`src/rtl/spi_master_if.sv`:
```
// Request/response and SPI pin bundle for spi_master.
// The master modport is the controller itself; slave is everything around it.
interface spi_master_if #(
    parameter int ADDR_WIDTH = 32,
    parameter int DATA_WIDTH = 32
);
    logic                  req_valid;
    logic                  req_ready;
    logic                  req_write;
    logic [ADDR_WIDTH-1:0] req_addr;
    logic [DATA_WIDTH-1:0] req_wdata;
    logic [3:0]            req_strb;

    logic                  rsp_valid;
    logic                  rsp_ready;
    logic [DATA_WIDTH-1:0] rsp_rdata;

    logic                  sclk;
    logic                  cs_n;
    logic                  mosi;
    logic                  miso;

    modport master (
        input  req_valid, req_write, req_addr, req_wdata, req_strb, rsp_ready, miso,
        output req_ready, rsp_valid, rsp_rdata, sclk, cs_n, mosi
    );

    modport slave (
        output req_valid, req_write, req_addr, req_wdata, req_strb, rsp_ready, miso,
        input  req_ready, rsp_valid, rsp_rdata, sclk, cs_n, mosi
    );
endinterface

```
`src/rtl/spi_master.sv`:
```
// SPI mode-0 register-access master: one request becomes one cs_n frame
// (write: 02/addr/strb/data, read: 03/addr/32 capture bits), then one response.
module spi_master #(
    parameter int CLK_DIV    = 2,
    parameter int ADDR_WIDTH = 32,
    parameter int DATA_WIDTH = 32
) (
    input  logic         clk,
    input  logic         rst,
    spi_master_if.master bus
);
    localparam int         WR_BITS   = 8 + ADDR_WIDTH + 4 + DATA_WIDTH;
    localparam int         RD_BITS   = 8 + ADDR_WIDTH + DATA_WIDTH;
    localparam int         FRAME_W   = WR_BITS;
    localparam int         DIV_W     = (CLK_DIV > 1) ? $clog2(CLK_DIV) : 1;
    localparam logic [7:0] CMD_WRITE = 8'h02;
    localparam logic [7:0] CMD_READ  = 8'h03;

    typedef enum logic [2:0] {IDLE, SETUP, SHIFT, HOLD, GAP, RESP} state_t;

    state_t                state, state_nxt;
    logic [DIV_W-1:0]      div_cnt;
    logic [6:0]            bit_cnt;
    logic [FRAME_W-1:0]    tx_sreg;
    logic [FRAME_W-1:0]    frame_in;
    logic [DATA_WIDTH-1:0] rx_sreg;
    logic [DATA_WIDTH-1:0] rsp_rdata_q;
    logic                  is_write;
    logic                  sclk_q;
    logic                  cs_n_q;

    logic div_tick, last_bit;
    logic accept, rise, fall, end_hold, end_gap;
    logic req_ready, rsp_valid;

    assign div_tick = (div_cnt == DIV_W'(CLK_DIV - 1));
    assign last_bit = (bit_cnt == (is_write ? 7'(WR_BITS) : 7'(RD_BITS)));

    // Read frames are left-aligned; the zero tail is what MOSI shows while MISO is captured.
    always_comb begin
        if (bus.req_write)
            frame_in = {CMD_WRITE, bus.req_addr, bus.req_strb, bus.req_wdata};
        else
            frame_in = {CMD_READ, bus.req_addr, {(DATA_WIDTH + 4){1'b0}}};
    end

    // NOTE: sequential state uses non-blocking assignments so every flop sees pre-edge values.
    always_ff @(posedge clk or posedge rst) begin
        if (rst) state <= IDLE;
        else     state <= state_nxt;
    end

    always_comb begin
        state_nxt = state;
        unique case (state)
            IDLE:    if (accept)         state_nxt = SETUP;
            SETUP:   if (div_tick)       state_nxt = SHIFT;
            SHIFT:   if (fall && last_bit) state_nxt = HOLD;
            HOLD:    if (div_tick)       state_nxt = GAP;
            GAP:     if (div_tick)       state_nxt = RESP;
            RESP:    if (bus.rsp_ready)  state_nxt = IDLE;
            default:                     state_nxt = IDLE;
        endcase
    end

    // NOTE: every comb output gets a default before the case so no path infers a latch.
    always_comb begin
        req_ready = 1'b0;
        rsp_valid = 1'b0;
        accept    = 1'b0;
        rise      = 1'b0;
        fall      = 1'b0;
        end_hold  = 1'b0;
        end_gap   = 1'b0;
        unique case (state)
            IDLE: begin
                req_ready = !rst;
                accept    = bus.req_valid && req_ready;
            end
            SETUP: rise = div_tick;
            SHIFT: begin
                rise = div_tick && !sclk_q;
                fall = div_tick && sclk_q;
            end
            HOLD:  end_hold  = div_tick;
            GAP:   end_gap   = div_tick;
            RESP:  rsp_valid = 1'b1;
            default: ;
        endcase
    end

    // SPI pins come straight from flops so cs_n and sclk never glitch.
    always_ff @(posedge clk or posedge rst) begin
        if (rst) begin
            div_cnt     <= '0;
            bit_cnt     <= '0;
            tx_sreg     <= '0;
            rx_sreg     <= '0;
            rsp_rdata_q <= '0;
            is_write    <= 1'b0;
            sclk_q      <= 1'b0;
            cs_n_q      <= 1'b1;
        end else begin
            if (state == IDLE || state == RESP || div_tick)
                div_cnt <= '0;
            else
                div_cnt <= div_cnt + DIV_W'(1);

            if (accept) begin
                tx_sreg  <= frame_in;
                rx_sreg  <= '0;
                bit_cnt  <= '0;
                is_write <= bus.req_write;
                cs_n_q   <= 1'b0;
            end

            if (rise) begin
                sclk_q  <= 1'b1;
                rx_sreg <= {rx_sreg[DATA_WIDTH-2:0], bus.miso};
                bit_cnt <= bit_cnt + 7'd1;
            end

            if (fall) begin
                sclk_q  <= 1'b0;
                tx_sreg <= {tx_sreg[FRAME_W-2:0], 1'b0};
            end

            if (end_hold) begin
                cs_n_q  <= 1'b1;
                tx_sreg <= '0;
            end

            if (end_gap)
                rsp_rdata_q <= is_write ? '0 : rx_sreg;
        end
    end

    assign bus.req_ready = req_ready;
    assign bus.rsp_valid = rsp_valid;
    assign bus.rsp_rdata = rsp_rdata_q;
    assign bus.sclk      = sclk_q;
    assign bus.cs_n      = cs_n_q;
    assign bus.mosi      = tx_sreg[FRAME_W-1];
endmodule

```
`src/flat_wrapper.sv`:
```
// flat-port wrapper written by rule: the top's interface ports become plain ports
module spi_master_flat 
#(
    parameter int CLK_DIV    = 2,
    parameter int ADDR_WIDTH = 32,
    parameter int DATA_WIDTH = 32
)
  (clk, rst, bus_req_valid, bus_req_write, bus_req_addr, bus_req_wdata, bus_req_strb, bus_rsp_ready, bus_miso, bus_req_ready, bus_rsp_valid, bus_rsp_rdata, bus_sclk, bus_cs_n, bus_mosi);
  spi_master_if #(.ADDR_WIDTH(ADDR_WIDTH), .DATA_WIDTH(DATA_WIDTH)) bus_i ();
  input  logic clk;
  input  logic rst;
  input wire logic [$bits(bus_i.req_valid)-1:0] bus_req_valid;
  input wire logic [$bits(bus_i.req_write)-1:0] bus_req_write;
  input wire logic [$bits(bus_i.req_addr)-1:0] bus_req_addr;
  input wire logic [$bits(bus_i.req_wdata)-1:0] bus_req_wdata;
  input wire logic [$bits(bus_i.req_strb)-1:0] bus_req_strb;
  input wire logic [$bits(bus_i.rsp_ready)-1:0] bus_rsp_ready;
  input wire logic [$bits(bus_i.miso)-1:0] bus_miso;
  output wire logic [$bits(bus_i.req_ready)-1:0] bus_req_ready;
  output wire logic [$bits(bus_i.rsp_valid)-1:0] bus_rsp_valid;
  output wire logic [$bits(bus_i.rsp_rdata)-1:0] bus_rsp_rdata;
  output wire logic [$bits(bus_i.sclk)-1:0] bus_sclk;
  output wire logic [$bits(bus_i.cs_n)-1:0] bus_cs_n;
  output wire logic [$bits(bus_i.mosi)-1:0] bus_mosi;
  assign bus_i.req_valid = bus_req_valid;
  assign bus_i.req_write = bus_req_write;
  assign bus_i.req_addr = bus_req_addr;
  assign bus_i.req_wdata = bus_req_wdata;
  assign bus_i.req_strb = bus_req_strb;
  assign bus_i.rsp_ready = bus_rsp_ready;
  assign bus_i.miso = bus_miso;
  assign bus_req_ready = bus_i.req_ready;
  assign bus_rsp_valid = bus_i.rsp_valid;
  assign bus_rsp_rdata = bus_i.rsp_rdata;
  assign bus_sclk = bus_i.sclk;
  assign bus_cs_n = bus_i.cs_n;
  assign bus_mosi = bus_i.mosi;
  spi_master #(.CLK_DIV(CLK_DIV), .ADDR_WIDTH(ADDR_WIDTH), .DATA_WIDTH(DATA_WIDTH)) u_core (.clk(clk), .rst(rst), .bus(bus_i));
endmodule
```
`config.mk`:
```
export PLATFORM = sky130hd
export DESIGN_NAME = spi_master_flat
export DESIGN_NICKNAME = d
export VERILOG_FILES = /design/src/rtl/spi_master_if.sv /design/src/rtl/spi_master.sv /design/src/flat_wrapper.sv
export SDC_FILE = /design/constraint.sdc
export NUM_CORES = 1
export LEC_CHECK = 0
export BUFFER_PORTS_ARGS = -buffer_cell sky130_fd_sc_hd__buf_4
export CORE_ASPECT_RATIO = 1.25
export CORE_MARGIN = 5
export CORE_UTILIZATION = 40
export CTS_CLUSTER_SIZE = 8
export DETAILED_ROUTE_END_ITERATION = 10
export PLACE_DENSITY = 0.64
export RECOVER_POWER = 50
export SLEW_MARGIN = 20
export SYNTH_ARGS = -nofsm -noshare
export SYNTH_HDL_FRONTEND = slang
export SYNTH_SLANG_ARGS = --single-unit
```
`constraint.sdc`:
```
create_clock -name clk -period 6.1 [get_ports clk]
set_input_delay 1.22 -clock clk [delete_from_list [all_inputs] [get_ports clk]]
set_output_delay 1.22 -clock clk [all_outputs]
set_load 0.05 [all_outputs]
```
======== After elaboration in Yosys (flattened, before gate mapping) ========
Cells that the tools add are included.
operators by class
  add/sub/neg operators ................... 2
  reductions and logical operators ........ 14
  mux-type cells .......................... 29
  equal/unequal tests ..................... 12
operators by type and width
  kind                                                                      number
  76-bit two-way mux                                                        3
  32-bit two-way mux                                                        3
  69-bit two-way mux                                                        1
  3-bit two-way mux                                                         7
  3-bit case mux with 6 select lines                                        1
  7-bit two-way mux                                                         2
  1-bit two-way mux                                                         11
  2-bit by 1-bit inequality test with 1-bit output (second input constant)  5
  7-bit by 1-bit adder with 7-bit output (second input constant)            1
  7-bit equality test                                                       1
  3-bit by 2-bit equality test with 1-bit output (second input constant)    2
  3-bit equality test (second input constant)                               2
  6-bit AND reduction                                                       1
  2-bit nonzero test                                                        3
  1-bit logical AND                                                         4
  3-bit by 1-bit equality test with 1-bit output (second input constant)    1
  3-bit zero test                                                           1
  3-bit nonzero test                                                        1
  1-bit zero test                                                           2
  1-bit logical OR                                                          2
  2-bit inequality test (second input constant)                             1
  1-bit case mux with 2 select lines                                        1
  1-bit adder (second input constant)                                       1
storage, ports and cells
  logic and storage cells ................. 66
  register bits after elaboration ......... 154
  bits of input ports ..................... 74

======== Longest topological paths before layout ========
Gate-level depths: netlist of run 1.
  depth in word-level cells ............... 6
  depth in mapped cells ................... 8
  gate-level depth less buffers ........... 5

======== Worst setup path after synthesis of run 1 ========
Ideal clock, no wire load.
  path kind ............................... input port to output port
  from .................................... in rst
  to ...................................... out bus_req_ready
  path buffers ............................ 1
  arrival time ............................ 2061 ps
  cell stages on the path ................. 2
  setup slack ............................. 2819 ps
  cell sequence ........................... nor4_4 clkbuf_1
between the ends
  cells in the longest elaborated chain, start to end .. 2
ends and longest elaborated chain
  what                       RTL line            RTL
  from (decl)                flat_wrapper.sv:11  input logic rst;
  1-bit zero test (no line)  --
  1-bit two-way mux          spi_master.sv:75    unique case (state)
  to (decl)                  flat_wrapper.sv:19  output wire logic [$bits(bus_i.req_ready)-1:0] bus_req_ready;
Every way passes these cells.

======== Worst setup path in the final report of run 1 ========
Ends and elaborated chain as after synthesis.

==> flow_summary.ini, run 1 <==
[outcome]
status = complete, but fails checks
violations = capacitance limit, slew limit

[synth]
synth_mux_area_frac = 0.00529
synth_xor_area_frac = 0.00638
synthCells = 715
syn-num-nets = 791
synth-async-reset-ratio = 1.00
avgSynthCellArea_um2 = 9.60
synth_compound_area_frac = 0.148
yosys_most_used_dff = dfrtp_1
yosys_warnings = 0
synthSimpleGateAreaFrac = 0.234
synth_edf_count = 0
synth-seq-cells = 154
synth_top_family_by_area = simple AND/OR/NAND/NOR gates
synthAdderAreaFrac = 0.00364
synth_cell_types = 39
syn_area_um2 = 6870
ys_seq_area_frac = 0.562

[sta]
min_period_ps = 4040
finClkSkew_ps = 7.07
finalSetupTns_ps = 0
fmax_mhz = 248
min_period_over_period = 0.662
hold_viol_final = 0
slew_headroom = -0.308
rsz0062_at_grt = false
setup_ws_ps = 2060
finalSetupViolCount = 0
slew_violations = 102
tightest_slew_ps = 1960

[global_route]
antenna_found_initial = 0
gr-usage-met2 = 0.237
grt_max_degree = 98
top_usage_layer = met2
grt.overflow.total = 0
grt_util_met1 = 0.211
grt.total_usage = 0.154
grt_pass1_vias = 5196
grt_pass1_wl_um = 25400
use_met3 = 0.0362

[finish]
layout.nets = 866
drive_gt1_frac = 0.158
n_antenna_cell = 0
area_growth_pct = 21.1
finalInstanceArea_um2 = 8310

[drt]
routed_wirelength_um = 15200
via_count = 5438
drc = 0
drt_first_pass_iters = 6
ant_nets = 0
drtIter0Drc = 406
viasPerCell = 5.32
avgRoutedWirePerCell_um = 14.9

[worst_setup_path]
setup.worst_path.class = in -> out
worst_ep_required_time_ps = 4880
cp_max_fo = 35
path_cells = clkbuf_1 -> nor4_4 -> clkbuf_1 -> buf_4
crit_arrival_ps = 2820
crit_path_end_kind = output port
cp_slowest_cell = clkbuf_1
r2r_cells = 6
start_kind = input pin
r2r_start = u_core.state[0]$_DFFE_PP0P_
timing.rr.end = u_core.tx_sreg[68]$_DFFE_PP0P_
cp_common_cell = clkbuf_1
critPathMaxStageDelay_ps = 890
rrSetupSlack_ps = 2350

[power_and_ir_drop]
pwr-share-seq = 0.415
leakage_uw = 0.00404
switching_share = 0.377
pwr-share-comb = 0.306
ir_worst_vdd_mv = 0.212
switching_power_uw = 1570
p_int_uw = 2600
clockPowerShare = 0.279
power.density_nw_per_um2 = 503

[floorplan]
ios = 111
die_x_um = 127
start_util = 0.408
fp.dieH_um = 156
die_area_um2 = 19900
rows = 53
coreArea_um2 = 16800

[clock_tree]
htreeDepth = 4
clk_pin_slew_ps = 60
cts_setup_buffers = 0
clockRootBuffer = clkbuf_16
cts_buffers = 17
cts_sinks = 154
cts_tree = done
clock_latency_ps = 420
clockBufferDepth = 2
post_cts_resize_count = 0
hold_buffers = 0

[run]
drv_cap = 2

[hold_path]
min_to = u_core.bus.cs_n$_DFFE_PP1P_
hold_path.class = reg -> reg
hold_start = u_core.bus.cs_n$_DFFE_PP1P_
holdPathStages = 2

[placed_design]
dpl_cell_area_um2 = 7780
place_congestion = 0.756
place_hpwl_um = 9610
port-buffer-count = 110
dp_slack_ps = 2800
-- sequential cells by signal (all words and copies together) (netlist names) --
signal,flops
u_core.bus.sclk,1
u_core.state,3
u_core.bus.rsp_rdata,32
u_core.rx_sreg,32
u_core.bit_cnt,7
u_core.bus.cs_n,1
u_core.is_write,1
u_core.div_cnt,1
u_core.tx_sreg,76
-- cell usage in the layout, fill, tap and decap left out, types with 2 or more instances in the layout --
cell,netlist,layout
dfrtp_1,153,153
clkbuf_16,0,17
o21ai_0,71,71
nor2_1,11,11
xnor2_1,3,3
nand2_1,150,150
clkinv_4,0,5
nand3_1,53,53
nand2b_1,35,35
bufinv_16,0,5
ha_1,2,2
a21oi_1,10,10
a21oi_2,2,2
clkbuf_1,36,33
inv_6,0,2
buf_4,0,86
a31oi_1,32,32
xor2_1,2,2
or3_1,3,3
inv_1,4,3
and3_1,67,67
a221o_1,35,35
clkinv_2,0,2
-- synth_stat cells, drive strengths merged, types with 3 or more instances --
library cell | instances | area (um2)
a21oi | 12 | 67.6
a221o | 35 | 350
a31oi | 32 | 200
and3 | 67 | 419
buf | 27 | 133
clkbuf | 36 | 135
dfrtp | 153 | 3830
inv | 4 | 15.0
nand2 | 150 | 563
nand2b | 35 | 219
nand3 | 53 | 265
nor2 | 11 | 41.3
o21ai | 71 | 355
or3 | 3 | 18.8
xnor2 | 3 | 26.3
-- worst max-delay path, delay by kind of cell --
family        cells  cell delay [ps]
simple gates      1              170
buf+inv           3             1430
-- kinds of logic after synthesis --
logic type,after synthesis
compound gates,156
simple gates,328
fa+ha+maj,2
xor+xnor,5
buf+inv,67
flops,154
mux,3
-- area by class of cell --
class / count / area (um2)
Multi-Input combinational cell: 494 / 2730
Sequential cell: 154 / 3850
Fill cell: 1641 / 8530
Inverter: 4 / 20.0
Clock buffer: 18 / 439
Tap cell: 220 / 275
Timing Repair Buffer: 119 / 769
Clock inverter: 14 / 220
-- per-stage QoR --
step	hold WS, ps	std cells	power [uW]	util
floorplan	450	715	2720	-
global placement	451	991	3040	0.462
detailed placement	452	991	3110	0.462
CTS	462	1023	4280	0.501
global route	509	1023	4460	0.493
finish	456	1023	4180	0.493
-- power groups by stage --
| stage | combinational [uW] | clock (uW) | sequential, uW |
|---|---|---|---|
| 6_report | 1280 | 1170 | 1730 |
| 4_1_cts | 1360 | 1190 | 1740 |
| 2_1_floorplan | 827 | 0 | 1890 |
| 5_1_grt | 1430 | 1240 | 1800 |
| 3_5_place_dp | 1360 | 0 | 1750 |
| 3_3_place_gp | 1310 | 0 | 1730 |
-- how the worst max path moves through the flow --
stage | start | end | slack (ps) | cells after the start
final | rst | bus_req_ready | 2060 | 4
after global routing | rst | u_core.tx_sreg[68]$_DFFE_PP0P_ | 1790 | 7
after CTS | rst | bus_req_ready | 2790 | 4
after detailed placement | rst | bus_req_ready | 2800 | 4
after global placement | rst | bus_req_ready | 2820 | 4
after floorplan | rst | u_core.bit_cnt[0]$_DFFE_PP0P_ | 730 | 1
-- layer usage --
metal | part of all wire | up-vias | wire, um
li1 | - | 2656 | -
met1 | 0.46 | 2624 | 6970
met2 | 0.47 | 132 | 7180
met3 | 0.049 | 26 | 753
met4 | 0.021 | 0 | 322
met5 | 0 | - | 0
No activity file was read; power rests on OpenSTA's default activity.
==> inputs of run 2 (changes only) <==
==> constraint.sdc (replaced) <==
create_clock -name clk -period 3.9 [get_ports clk]
set_input_delay 0.78 -clock clk [delete_from_list [all_inputs] [get_ports clk]]
set_output_delay 0.78 -clock clk [all_outputs]
set_load 0.05 [all_outputs]
==> flow_summary.ini, run 2 (synthesis results as in run 1) <==
[floorplan]
die_area_um2 = 19900
start_util = 0.408
coreArea_um2 = 16800
ios = 111
rows = 53
fp.dieH_um = 156
die_x_um = 127

[worst_setup_path]
crit_family = buffers and inverters
crit_path_end_kind = flop
critPathMaxStageDelay_ps = 1170
crit_arrival_ps = 3020
cp_slowest_cell = clkbuf_1
setup.worst_path.class = reg -> reg
crit_buf_inv = 1
cp_max_fo = 36
path_cells = nand4b_1 -> clkbuf_1 -> nand2_1 -> mux2_2 -> o21ai_0
start_kind = flop
worst_ep_required_time_ps = 4230

[sta]
finClkSkew_ps = 9.55
hold_viol_final = 0
slew_headroom = -0.385
fmax_mhz = 373
setup_ws_ps = 1220
min_period_over_period = 0.688
finalSetupTns_ps = 0
finalSetupViolCount = 0
min_period_ps = 2680
tightest_slew_ps = 2080
slew_violations = 192
timing.hold.ws_ps = 477
rsz0062_at_grt = false

[global_route]
grt_max_degree = 155
grt_pass1_vias = 5294
grt.total_usage = 0.158
grt_pass1_wl_um = 25800
grt.overflow.total = 0
antenna_found_initial = 0

[placed_design]
dp_slack_ps = 1530
dpl_cell_area_um2 = 7810
place_hpwl_um = 9720
place_congestion = 0.773
port-buffer-count = 110

[drt]
ant_nets = 0
via_count = 5385
avgRoutedWirePerCell_um = 15.0
routed_wirelength_um = 15300
drt_first_pass_iters = 5
viasPerCell = 5.25
drc = 0
drtIter0Drc = 408

[clock_tree]
clock_latency_ps = 420
clk_pin_slew_ps = 60
clockBufferDepth = 2
hold_buffers = 0
htreeDepth = 4
cts_tree = done
post_cts_resize_count = 0
cts_buffers = 17
clockRootBuffer = clkbuf_16
cts_setup_buffers = 0
cts_sinks = 154

[hold_path]
hold_path.class = reg -> reg

[outcome]
violations = capacitance limit, slew limit
status = complete, but fails checks

[power_and_ir_drop]
p_int_uw = 4230
clockPowerShare = 0.283
pwr-share-seq = 0.407
power.density_nw_per_um2 = 793
pwr-share-comb = 0.310
ir_worst_vdd_mv = 0.308
leakage_uw = 0.00413
switching_power_uw = 2450
switching_share = 0.367

[finish]
finalInstanceArea_um2 = 8430
regMostFlops = u_core.tx_sreg
area_growth_pct = 22.7
n_antenna_cell = 0
most-common-layout-cells = dfrtp_1 (153), nand2_1 (149), buf_4 (104)
drive_gt1_frac = 0.183
layout.nets = 868
largest_reg_flops = 76
final_common_cell = dfrtp_1

[run]
drv_cap = 2
-- run 2: changes by cell type in the layout (fill, tap and decap cells not counted) --
cell        delta
nand2_2        +1
clkinvlp_4     -1
buf_4         +18
clkinv_4       -5
clkinv_2       +1
clkinvlp_2     +1
clkbuf_8       +2
clkbuf_4       +1
clkbuf_1      -16
nand3_4        +1
nand3_1        -1
nand2_1        -1
bufinv_16      +1
-- run 2: worst register-to-register path, delay by kind of cell (launching register included) --
kind	cells	cell delay [ps]
buffers and inverters	1	1170
DFF	1	640
and+or+nand+nor	2	350
muxes	1	310
AOI/OAI and AO/OA	1	150
-- run 2: path summary, 6_finish.rpt --
check | depth (start not counted) | start | slack (ps) | end
max | 5 | u_core.state[2]$_DFFE_PP0P_ | 1220 | u_core.tx_sreg[68]$_DFFE_PP0P_
min | 2 | u_core.bus.rsp_rdata[4]$_DFFE_PP0P_ | 480 | u_core.bus.rsp_rdata[4]$_DFFE_PP0P_
max reg2reg | 5 | u_core.state[2]$_DFFE_PP0P_ | 1220 | u_core.tx_sreg[68]$_DFFE_PP0P_
min reg2reg | 2 | u_core.bus.rsp_rdata[4]$_DFFE_PP0P_ | 480 | u_core.bus.rsp_rdata[4]$_DFFE_PP0P_
max in group asynchronous | 3 | rst | 1410 | u_core.tx_sreg[61]$_DFFE_PP0P_
min in group asynchronous | 3 | rst | 1180 | u_core.tx_sreg[43]$_DFFE_PP0P_
-- run 2: final cells by class --
type,instances,area (um2)
fillers,1609,8420
flip-flops and latches,154,3850
multi-input cells,494,2750
repair buffers,121,848
clock buffers,21,470
well taps,220,275
clock inverters,11,213
inverters,4,16.3
-- run 2: power groups by stage --
stage                     Clock [uW]  Combinational [uW]  Sequential, uW
after floorplan                    0                1290            2960
after detailed placement           0                2140            2740
after global placement             0                2070            2710
after global routing            2000                2300            2810
after CTS                       1930                2140            2720
final                           1890                2070            2720
-- run 2: per-layer routing --
layer | global-route usage | routed length (um)
met2 | 0.256 | 7560
met5 | 0 | 0
met1 | 0.208 | 6830
met4 | 0.0475 | 187
met3 | 0.0427 | 751
-- run 2: stage by stage --
| step | power, uW | util | cells |
|---|---|---|---|
| after CTS | 6800 | 0.504 | 1025 |
| final | 6680 | 0.500 | 1025 |
| after global placement | 4780 | 0.464 | 993 |
| after global routing | 7120 | 0.500 | 1025 |
| after detailed placement | 4880 | 0.464 | 993 |
| after floorplan | 4250 | - | 715 |
==> inputs of run 3 (changes only) <==
==> constraint.sdc (replaced) <==
create_clock -name clk -period 2.7 [get_ports clk]
set_input_delay 0.54 -clock clk [delete_from_list [all_inputs] [get_ports clk]]
set_output_delay 0.54 -clock clk [all_outputs]
set_load 0.05 [all_outputs]
==> flow_summary.ini, run 3 (synthesis results as in run 1) <==
[finish]
layout.nets = 870
final_common_cell = dfrtp_1
regMostFlops = u_core.tx_sreg
most-common-layout-cells = dfrtp_1 (153), nand2_1 (149), buf_4 (104)
largest_reg_flops = 76
drive_gt1_frac = 0.183
n_antenna_cell = 0
area_growth_pct = 21.7

[worst_setup_path]
crit_arrival_ps = 1750
start_kind = flop
crit_path_end_kind = output port
path_cells = nor4_4 -> buf_4
critPathMaxStageDelay_ps = 540
r2r_cells = 5
cp_max_fo = 13
crit_buf_inv = 1
cp_slowest_cell = dfrtp_1
crit_cells = 2
worst_ep_required_time_ps = 2160
crit_family = flip-flops
setup.worst_path.class = reg -> out

[drt]
drtIter0Drc = 416
viasPerCell = 5.24
avgRoutedWirePerCell_um = 14.7
routed_wirelength_um = 15100
ant_nets = 0
drc = 0
drt_first_pass_iters = 4
via_count = 5386

[sta]
rsz0062_at_grt = false
slew_headroom = 0.275
hold_viol_final = 0
finClkSkew_ps = 6.72
slew_violations = 0
finalSetupTns_ps = 0
fmax_mhz = 437
finalSetupViolCount = 0
min_period_ps = 2290
min_period_over_period = 0.848
timing.hold.ws_ps = 325
tightest_slew_ps = 1090

[floorplan]
fp.dieH_um = 156
die_area_um2 = 19900
start_util = 0.408
rows = 53
ios = 111
die_x_um = 127
coreArea_um2 = 16800

[power_and_ir_drop]
switching_power_uw = 3530
leakage_uw = 0.00408
ir_worst_vdd_mv = 0.390
p_int_uw = 5690
pwr-share-comb = 0.325
power.density_nw_per_um2 = 1100
pwr-share-seq = 0.426
switching_share = 0.383
clockPowerShare = 0.249

[placed_design]
place_congestion = 0.809
port-buffer-count = 110
place_hpwl_um = 9870

[hold_path]
hold_path.class = in -> reg
holdPathStages = 3

[global_route]
grt_pass1_vias = 5463
antenna_found_initial = 0
grt_pass1_wl_um = 26000
grt.overflow.total = 0
grt_max_degree = 73
grt.total_usage = 0.159

[clock_tree]
hold_buffers = 0
clockRootBuffer = clkbuf_16
cts_buffers = 17
clock_latency_ps = 420
clk_pin_slew_ps = 60
cts_tree = done
post_cts_resize_count = 0
cts_sinks = 154
htreeDepth = 4
clockBufferDepth = 2
cts_setup_buffers = 0

[outcome]
status = finished, final reports clean

[run]
drv_cap = 0
run 3: changes by cell type in the layout (fill, tap and decap cells not counted):
cell	previous run	this run
clkbuf_8	3	1
bufinv_16	6	2
clkinv_4	0	2
buf_12	0	2
clkinvlp_4	0	3
clkbuf_1	17	18
inv_6	2	0
clkinv_2	3	5
run 3: area by class of cell:
cell class	instances	area (um2)
Fill cell	1603	8490
Sequential cell	154	3850
Multi-Input combinational cell	494	2750
Timing Repair Buffer	123	888
Clock buffer	20	447
Tap cell	220	275
Clock inverter	12	125
Inverter	4	16.3
run 3: layer usage:
layer,vias to the layer above,GRT usage,share of wire
li1,2670,-,-
met1,2594,0.201,0.44
met2,108,0.267,0.50
met3,14,0.0440,0.050
met4,0,0.0496,0.011
met5,-,0,0
run 3: worst paths after layout:
check	start	end	slack, ps
max	u_core.state[0]$_DFFE_PP0P_	bus_req_ready	410
min	bus_miso	u_core.rx_sreg[0]$_DFFE_PP0P_	330
max reg2reg	u_core.state[0]$_DFFE_PP0P_	u_core.tx_sreg[40]$_DFFE_PP0P_	580
min reg2reg	u_core.bus.cs_n$_DFFE_PP1P_	u_core.bus.cs_n$_DFFE_PP1P_	460
max in group asynchronous	rst	u_core.rx_sreg[5]$_DFFE_PP0P_	840
min in group asynchronous	rst	u_core.tx_sreg[75]$_DFFE_PP0P_	350
run 3: worst register-to-register path: cells and delay by family (launching register included):
family | cells | cell delay, ps
and+or+nand+nor | 2 | 790
buffers and inverters | 1 | 320
AOI/OAI and AO/OA | 2 | 330
DFF | 1 | 540
run 3: through the flow:
| stage | instance area (um2) | instances | utilization | power [uW] | setup slack [ps] |
|---|---|---|---|---|---|
| after floorplan | 6870 | 715 | - | 6140 | 216 |
| after global placement | 7850 | 995 | 0.466 | 6920 | 631 |
| after detailed placement | 7850 | 995 | 0.466 | 7040 | 582 |
| after CTS | 8420 | 1027 | 0.500 | 9370 | 390 |
| after global routing | 8350 | 1027 | 0.496 | 9870 | 268 |
| final | 8350 | 1027 | 0.496 | 9210 | 410 |
run 3: power groups by stage:
stage | Combinational, uW | Sequential [uW] | Clock, uW
finish | 3000 | 3920 | 2290
global placement | 3010 | 3910 | 0
detailed placement | 3090 | 3950 | 0
floorplan | 1870 | 4270 | 0
global route | 3350 | 4060 | 2470
CTS | 3100 | 3920 | 2360
